### config.mk
export PLATFORM = sky130hd
export DESIGN_NAME = mem_access_stage
export DESIGN_NICKNAME = d
export VERILOG_FILES = /design/src/rtl/mem_access_stage.sv
export SDC_FILE = /design/constraint.sdc
export NUM_CORES = 1
export LEC_CHECK = 0
export ABC_CLOCK_PERIOD_IN_PS = 5950
export BUFFER_PORTS_ARGS = -buffer_cell sky130_fd_sc_hd__buf_4
export CAP_MARGIN = 20
export CORE_UTILIZATION = 49
export DETAILED_ROUTE_END_ITERATION = 8
export PLACE_DENSITY = 0.8
export RECOVER_POWER = 25
export SYNTH_ARGS = -nofsm -noshare
export SYNTH_HDL_FRONTEND = slang
export SYNTH_SLANG_ARGS = --single-unit
### constraint.sdc
create_clock -name clk -period 5.95 [get_ports clk]
set_input_delay 1.19 -clock clk [delete_from_list [all_inputs] [get_ports clk]]
set_output_delay 1.19 -clock clk [all_outputs]
set_load 0.03 [all_outputs]
### src/rtl/mem_access_stage.sv
// mem_access_stage
// ----------------
// Memory-access stage of the MIPS pipeline, sitting after execute. ALU
// results pass straight through to writeback with one cycle of latency.
// Aligned LW/SW issue one request on the data bus and hold the upstream
// pipeline until the bus answers or the request times out.
//
// Handshakes:
//   upstream : an instruction is taken on any rising edge where
//              in_valid && in_ready && !flush. in_ready is high only in IDLE.
//   data bus : dreq_valid and all dreq_* fields stay stable from the cycle
//              after acceptance until the cycle where dresp_data_ok is high.
//              The bus finishes the request in that cycle, and dreq_valid
//              drops at the same clock edge.
//
// Ports:
//   clk, resetn                 clock, asynchronous active-low reset
//   in_*                        instruction from execute, in_ready back-pressure
//   flush                       kill the instruction held in this stage
//   dreq_*                      data-bus request (addr, byte strobes, store data)
//   dresp_data_ok, dresp_data   data-bus completion and load data
//   wb_*                        registered writeback entry, wb_valid is one pulse
//   stall                       inverse of in_ready
//   dbg_state                   current FSM state (0 IDLE, 1 WAIT)
module mem_access_stage #(
  parameter int TIMEOUT = 64,
  parameter int ADDR_W  = 32
) (
  input  logic              clk,
  input  logic              resetn,
  input  logic              in_valid,
  output logic              in_ready,
  input  logic              in_load,
  input  logic              in_store,
  input  logic              in_reg_write,
  input  logic [4:0]        in_wa,
  input  logic [ADDR_W-1:0] in_alu_result,
  input  logic [ADDR_W-1:0] in_store_data,
  input  logic [ADDR_W-1:0] in_pc,
  input  logic              flush,
  output logic              dreq_valid,
  output logic [ADDR_W-1:0] dreq_addr,
  output logic [3:0]        dreq_strobe,
  output logic [ADDR_W-1:0] dreq_data,
  input  logic              dresp_data_ok,
  input  logic [ADDR_W-1:0] dresp_data,
  output logic              wb_valid,
  output logic              wb_reg_write,
  output logic [4:0]        wb_wa,
  output logic [ADDR_W-1:0] wb_data,
  output logic [ADDR_W-1:0] wb_pc,
  output logic [1:0]        wb_exc,
  output logic              stall,
  output logic              dbg_state
);

  localparam int CW = (TIMEOUT > 2) ? $clog2(TIMEOUT) : 1;
  localparam logic [CW-1:0] CNT_LAST = CW'(TIMEOUT - 1);

  localparam logic [1:0] EXC_NONE    = 2'd0;
  localparam logic [1:0] EXC_ALIGN   = 2'd1;
  localparam logic [1:0] EXC_TIMEOUT = 2'd2;

  typedef enum logic {S_IDLE = 1'b0, S_WAIT = 1'b1} state_t;

  state_t state_q, state_d;

  logic              wb_valid_q, wb_valid_d;
  logic              wb_reg_write_q, wb_reg_write_d;
  logic [4:0]        wb_wa_q, wb_wa_d;
  logic [ADDR_W-1:0] wb_data_q, wb_data_d;
  logic [ADDR_W-1:0] wb_pc_q, wb_pc_d;
  logic [1:0]        wb_exc_q, wb_exc_d;

  logic              dreq_valid_q, dreq_valid_d;
  logic [ADDR_W-1:0] dreq_addr_q, dreq_addr_d;
  logic [3:0]        dreq_strobe_q, dreq_strobe_d;
  logic [ADDR_W-1:0] dreq_data_q, dreq_data_d;

  // Fields of the outstanding bus instruction, used when it retires.
  logic              pend_load_q, pend_load_d;
  logic              pend_reg_write_q, pend_reg_write_d;
  logic [4:0]        pend_wa_q, pend_wa_d;
  logic [ADDR_W-1:0] pend_pc_q, pend_pc_d;

  logic              killed_q, killed_d;
  logic [CW-1:0]     cnt_q, cnt_d;

  logic fire, is_mem, misaligned, timed_out, kill_now;

  assign in_ready   = (state_q == S_IDLE);
  assign stall      = ~in_ready;
  assign dbg_state  = state_q;
  assign fire       = in_valid && in_ready && !flush;
  assign is_mem     = in_load || in_store;
  assign misaligned = (in_alu_result[1:0] != 2'b00);
  assign timed_out  = !dresp_data_ok && (cnt_q == CNT_LAST);
  // A flush arriving in the retiring cycle still kills the writeback.
  assign kill_now   = killed_q || flush;

  // State register
  always_ff @(posedge clk or negedge resetn) begin
    if (!resetn) state_q <= S_IDLE;
    else         state_q <= state_d;
  end

  // Next-state logic
  always_comb begin
    state_d = state_q;
    case (state_q)
      S_IDLE: if (fire && is_mem && !misaligned) state_d = S_WAIT;
      S_WAIT: if (dresp_data_ok || timed_out)    state_d = S_IDLE;
      default: state_d = S_IDLE;
    endcase
  end

  // Datapath / output next values
  always_comb begin
    wb_valid_d       = 1'b0;
    wb_reg_write_d   = wb_reg_write_q;
    wb_wa_d          = wb_wa_q;
    wb_data_d        = wb_data_q;
    wb_pc_d          = wb_pc_q;
    wb_exc_d         = wb_exc_q;
    dreq_valid_d     = dreq_valid_q;
    dreq_addr_d      = dreq_addr_q;
    dreq_strobe_d    = dreq_strobe_q;
    dreq_data_d      = dreq_data_q;
    pend_load_d      = pend_load_q;
    pend_reg_write_d = pend_reg_write_q;
    pend_wa_d        = pend_wa_q;
    pend_pc_d        = pend_pc_q;
    killed_d         = killed_q;
    cnt_d            = cnt_q;

    case (state_q)
      S_IDLE: begin
        killed_d = 1'b0;
        if (fire) begin
          if (!is_mem || misaligned) begin
            wb_valid_d     = 1'b1;
            wb_reg_write_d = is_mem ? 1'b0 : in_reg_write;
            wb_wa_d        = in_wa;
            wb_data_d      = in_alu_result;
            wb_pc_d        = in_pc;
            wb_exc_d       = is_mem ? EXC_ALIGN : EXC_NONE;
          end else begin
            // load+store together is decoded as a load
            dreq_valid_d     = 1'b1;
            dreq_addr_d      = in_alu_result;
            dreq_strobe_d    = in_load ? 4'h0 : 4'hF;
            dreq_data_d      = in_store_data;
            pend_load_d      = in_load;
            pend_reg_write_d = in_reg_write;
            pend_wa_d        = in_wa;
            pend_pc_d        = in_pc;
            cnt_d            = '0;
          end
        end
      end
      S_WAIT: begin
        killed_d = kill_now;
        if (dresp_data_ok || timed_out) begin
          dreq_valid_d = 1'b0;
          killed_d     = 1'b0;
          // A killed instruction leaves the previous writeback untouched.
          if (!kill_now) begin
            wb_valid_d = 1'b1;
            wb_wa_d    = pend_wa_q;
            wb_pc_d    = pend_pc_q;
            if (dresp_data_ok) begin
              wb_exc_d       = EXC_NONE;
              wb_reg_write_d = pend_load_q && pend_reg_write_q;
              wb_data_d      = pend_load_q ? dresp_data : dreq_addr_q;
            end else begin
              wb_exc_d       = EXC_TIMEOUT;
              wb_reg_write_d = 1'b0;
              wb_data_d      = dreq_addr_q;
            end
          end
        end else begin
          cnt_d = cnt_q + 1'b1;
        end
      end
      default: ;
    endcase
  end

  always_ff @(posedge clk or negedge resetn) begin
    if (!resetn) begin
      wb_valid_q       <= 1'b0;
      wb_reg_write_q   <= 1'b0;
      wb_wa_q          <= '0;
      wb_data_q        <= '0;
      wb_pc_q          <= '0;
      wb_exc_q         <= '0;
      dreq_valid_q     <= 1'b0;
      dreq_addr_q      <= '0;
      dreq_strobe_q    <= '0;
      dreq_data_q      <= '0;
      pend_load_q      <= 1'b0;
      pend_reg_write_q <= 1'b0;
      pend_wa_q        <= '0;
      pend_pc_q        <= '0;
      killed_q         <= 1'b0;
      cnt_q            <= '0;
    end else begin
      wb_valid_q       <= wb_valid_d;
      wb_reg_write_q   <= wb_reg_write_d;
      wb_wa_q          <= wb_wa_d;
      wb_data_q        <= wb_data_d;
      wb_pc_q          <= wb_pc_d;
      wb_exc_q         <= wb_exc_d;
      dreq_valid_q     <= dreq_valid_d;
      dreq_addr_q      <= dreq_addr_d;
      dreq_strobe_q    <= dreq_strobe_d;
      dreq_data_q      <= dreq_data_d;
      pend_load_q      <= pend_load_d;
      pend_reg_write_q <= pend_reg_write_d;
      pend_wa_q        <= pend_wa_d;
      pend_pc_q        <= pend_pc_d;
      killed_q         <= killed_d;
      cnt_q            <= cnt_d;
    end
  end

  assign wb_valid     = wb_valid_q;
  assign wb_reg_write = wb_reg_write_q;
  assign wb_wa        = wb_wa_q;
  assign wb_data      = wb_data_q;
  assign wb_pc        = wb_pc_q;
  assign wb_exc       = wb_exc_q;
  assign dreq_valid   = dreq_valid_q;
  assign dreq_addr    = dreq_addr_q;
  assign dreq_strobe  = dreq_strobe_q;
  assign dreq_data    = dreq_data_q;

endmodule

==> impl_table.tex <==
\begin{tabular}{lr}
\hline
Metric & Value \\
\hline
\multicolumn{2}{l}{\textbf{Clock network}} \\
Clock latency reported for the late side of the worst-skew pair & 0.43 ns \\
Hold-fix buffers, CTS & 0 \\
Clock transition time at the flip-flop clock pins of the worst setup and hold paths & 0.06 ns \\
TritonCTS clock tree & built \\
Number of post-CTS setup repair buffers & 0 \\
TritonCTS Sinks & 186 \\
CTS Root Buffer Type & sky130\_fd\_sc\_hd\_\_clkbuf\_16 \\
Quantity of gates resized following cts & 0 \\
Number of clock buffers inserted by TritonCTS & 17 \\
H-Tree Level Count & 4 \\
Maximum count of clock buffers along a single path & 2 \\
\multicolumn{2}{l}{\textbf{Run}} \\
Count of maximum capacitance violations & 1 \\
\multicolumn{2}{l}{\textbf{Yosys}} \\
Most used DFF post-synth & sky130\_fd\_sc\_hd\_\_dfrtp\_1 \\
Synthesized instance count & 588 \\
Count of yosys warnings during synthesis & 0 \\
Mean instance size in the synthesized netlist & 14.0 sq um \\
Seq/Total Area, Yosys & 56.7\% \\
Distinct cell type count of the synthesized netlist & 33 \\
Number of enable flip-flop cells after synthesis & 0 \\
Post-Synthesis Net Count & 730 \\
Cell area after technology mapping & 8210 sq um \\
Number of synthesized register bits & 186 \\
Async SR Flop Fraction & 100\% \\
\multicolumn{2}{l}{\textbf{Detailed routing}} \\
Routed length per placed instance & 18.7 microns \\
Number of nets still failing antenna checks after routing & 0 \\
Detailed-routing iteration count for the pre-antenna-repair pass & 4 \\
DR vias & 5759 \\
Final Routed Wirelength & 20.4 mm \\
Average vias per placed instance & 5.28 \\
Number of remaining DRC errors & 0 \\
DR iter-0 viols & 246 \\
\multicolumn{2}{l}{\textbf{Global route}} \\
Number of antenna violations at the first check in global routing & 0 \\
Global-route track usage on met1 & 29.3\% \\
Maximum number of pins on one net before global-route repair & 106 \\
M2 GR Usage & 40.4\% \\
Overall fraction of global-route tracks in use & 24.0\% \\
Wire length of the first global-routing pass & 32.5 mm \\
Most utilized layer in the global route result & met2 \\
Met3 usage in global routing & 8.60\% \\
Number of global-route vias before repair & 5950 \\
Overflow left after global routing & 0 \\
\multicolumn{2}{l}{\textbf{Critical path}} \\
Cell-by-cell trace of the critical path & buf\_6 -> clkbuf\_1 \\
Worst R2R Path Depth & 6 \\
Required time at the endpoint of the critical path & 6.03 ns \\
Beginning of the worst register-to-register path & cnt\_q[0] \\
Largest delay share family, worst path & buffers and inverters \\
Type of destination of the critical path & async pin \\
Capture instance of the worst register-to-register path & wb\_data[21] \\
Data arrival time of the critical path & 3.49 ns \\
Setup CP Type & input pin to async pin \\
Worst path max stage delay & 1.65 ns \\
Cell with the largest stage delay on the worst path & sky130\_fd\_sc\_hd\_\_clkbuf\_1 \\
Number of buffer and inverter instances along the worst setup path & 2 \\
Startpoint Class & input pin \\
Max Fanout on Critical Path & 88 \\
Setup slack, reg-to-reg & 3.42 ns \\
\multicolumn{2}{l}{\textbf{Status}} \\
Failing checks & capacitance limit, slew limit \\
Result of the run & finished, violations left \\
\multicolumn{2}{l}{\textbf{STA}} \\
RSZ-0062 raised after global routing & no \\
Final min period & 3.41 ns \\
Setup Viol. Count Final & 0 \\
Final number of hold-violating endpoints & 0 \\
Headroom to the max-slew limit & -48.3\% \\
Count of pins over their slew limit & 43 \\
Clock skew after layout & 0.0109 ns \\
Pin slew with the least headroom to its limit & 2.22 ns \\
Maximum clock frequency & 293 MHz \\
Final TNS setup & 0 ns \\
Final period util & 57.4\% \\
\multicolumn{2}{l}{\textbf{Place}} \\
Detailed-placement wirelength estimate & 14.2 mm \\
Placer congestion estimate & 0.844 \\
Number of port buffers & 285 \\
\multicolumn{2}{l}{\textbf{Cells and area}} \\
Area growth syn-to-layout & 35.3\% \\
Fraction of layout instances using a drive strength above 1 & 61.6\% \\
Fill count & 1149 \\
Antenna Cells & 0 \\
Net count of the finished layout & 1003 \\
Utilization after layout & 69.0\% \\
\multicolumn{2}{l}{\textbf{Power}} \\
Leak Pwr & 5.39 nW \\
Power density of the placed cells & 391 nW/um\^{}2 \\
Worst IR drop on VDD & 255 uV \\
\multicolumn{2}{l}{\textbf{Worst hold path}} \\
Hold Crit Start & pend\_pc\_q[29] \\
End point of the most critical hold path & pend\_pc\_q[29] \\
Worst hold path type & flip-flop to flip-flop \\
Worst hold path stage count & 1 \\
\multicolumn{2}{l}{\textbf{Floorplan}} \\
Die ar. & 17300 sq um \\
Core area & 16100 sq um \\
Num ports & 286 \\
Vert. Die Dim & 131 microns \\
Width of the chip & 131 microns \\
Total number of placement rows & 46 \\
Initial standard-cell utilization of the core & 51.0\% \\
\hline
\end{tabular}
## area by class of cell
class	instances	area, sq um	area share, %
Inverter	4	15.0	0.135
Timing Repair Buffer	293	2260	20.3
Multi-Input combinational cell	359	3300	29.7
Clock inverter	13	169	1.52
Tap cell	216	270	2.43
Sequential cell	186	4660	41.9
Clock buffer	19	443	3.98
## worst max-delay path by stage
stage	startpoint	endpoint	slack, ns	depth (start not counted)
2_1_floorplan	dbg_state	in_ready	3.23	4
3_3_place_gp	in_store	dreq_data[11]	2.48	5
3_5_place_dp	in_store	pend_pc_q[19]	2.41	5
4_1_cts	dbg_state	in_ready	2.36	3
5_1_grt	resetn	dreq_data[29]	1.93	2
6_report	resetn	wb_data[5]	2.54	2
## layout by cell type, fill, tap and decap left out, types with 2 or more instances in the layout
| cell | n |
|---|---|
| sky130_fd_sc_hd__nor2_1 | 41 |
| sky130_fd_sc_hd__inv_1 | 4 |
| sky130_fd_sc_hd__dfrtp_1 | 185 |
| sky130_fd_sc_hd__buf_4 | 286 |
| sky130_fd_sc_hd__clkinv_4 | 5 |
| sky130_fd_sc_hd__mux2_2 | 206 |
| sky130_fd_sc_hd__a31oi_1 | 2 |
| sky130_fd_sc_hd__and2_1 | 2 |
| sky130_fd_sc_hd__nor3_1 | 2 |
| sky130_fd_sc_hd__nor2b_1 | 3 |
| sky130_fd_sc_hd__buf_12 | 3 |
| sky130_fd_sc_hd__clkbuf_1 | 2 |
| sky130_fd_sc_hd__o21ai_0 | 2 |
| sky130_fd_sc_hd__o2bb2ai_1 | 3 |
| sky130_fd_sc_hd__mux2_4 | 4 |
| sky130_fd_sc_hd__a21oi_1 | 36 |
| sky130_fd_sc_hd__nand2b_1 | 2 |
| sky130_fd_sc_hd__bufinv_16 | 3 |
| sky130_fd_sc_hd__clkinv_2 | 3 |
| sky130_fd_sc_hd__nand2_1 | 8 |
| sky130_fd_sc_hd__mux2i_1 | 35 |
| sky130_fd_sc_hd__clkbuf_16 | 17 |
## cells in the mapped netlist (2+ instances only)
library cell / n / area share (%)
sky130_fd_sc_hd__mux2i_1: 35 / 4.3
sky130_fd_sc_hd__nor2_1: 41 / 1.9
sky130_fd_sc_hd__dfrtp_1: 186 / 57
sky130_fd_sc_hd__nor3_1: 2 / 0.12
sky130_fd_sc_hd__mux2_2: 206 / 28
sky130_fd_sc_hd__buf_6: 8 / 1.1
sky130_fd_sc_hd__and2_1: 2 / 0.15
sky130_fd_sc_hd__nor2b_1: 3 / 0.23
sky130_fd_sc_hd__o21ai_0: 2 / 0.12
sky130_fd_sc_hd__nand2b_1: 2 / 0.15
sky130_fd_sc_hd__a31oi_1: 2 / 0.15
sky130_fd_sc_hd__clkbuf_1: 11 / 0.50
sky130_fd_sc_hd__buf_4: 5 / 0.46
sky130_fd_sc_hd__buf_2: 14 / 0.85
sky130_fd_sc_hd__a21oi_1: 35 / 2.1
sky130_fd_sc_hd__inv_1: 4 / 0.18
sky130_fd_sc_hd__nand2_1: 9 / 0.41
sky130_fd_sc_hd__mux2_4: 4 / 0.73
sky130_fd_sc_hd__o2bb2ai_1: 3 / 0.32
## registers in the layout (all words and copies together), names as in the netlist, 2 cells and up
signal     cells
wb_wa          5
dreq_addr     32
wb_pc         32
cnt_q          6
dreq_data     32
pend_pc_q     32
pend_wa_q      5
wb_data       32
wb_exc         2
## report_power, final
group	switching, W	internal, W
Sequential	0.000190	0.00156
Combinational	0.000790	0.000639
Clock	0.000488	0.000678
## kinds of logic (layout without fill, tap and decap cells)
kind of cell	Yosys count	in the layout	synth area share, %
DFF	186	186	56.7
AOI/OAI and AO/OA	47	47	3.20
buffers and inverters	43	329	3.14
and+or+nand+nor	66	66	3.60
adders and majority gates	1	1	0.152
muxes	245	245	33.2
## through the flow
| step | hold WS (ns) | std cells | power (W) | setup WS (ns) | area (sq um) |
|---|---|---|---|---|---|
| after floorplan | 0.473 | 588 | 0.00259 | 3.23 | 8210 |
| after global placement | 0.481 | 1055 | 0.00314 | 2.48 | 10500 |
| after detailed placement | 0.487 | 1055 | 0.00320 | 2.41 | 10500 |
| after CTS | 0.506 | 1087 | 0.00437 | 2.36 | 11100 |
| after global routing | 0.519 | 1090 | 0.00453 | 1.93 | 11100 |
| final | 0.504 | 1090 | 0.00434 | 2.54 | 11100 |
## routing by layer
layer,routed length [microns],part of all wire [%]
met1,8250,40
met3,1680,8.2
met5,0,0
met4,217,1.1
met2,10300,50
Note: power is estimated with default switching activity, not from simulation.
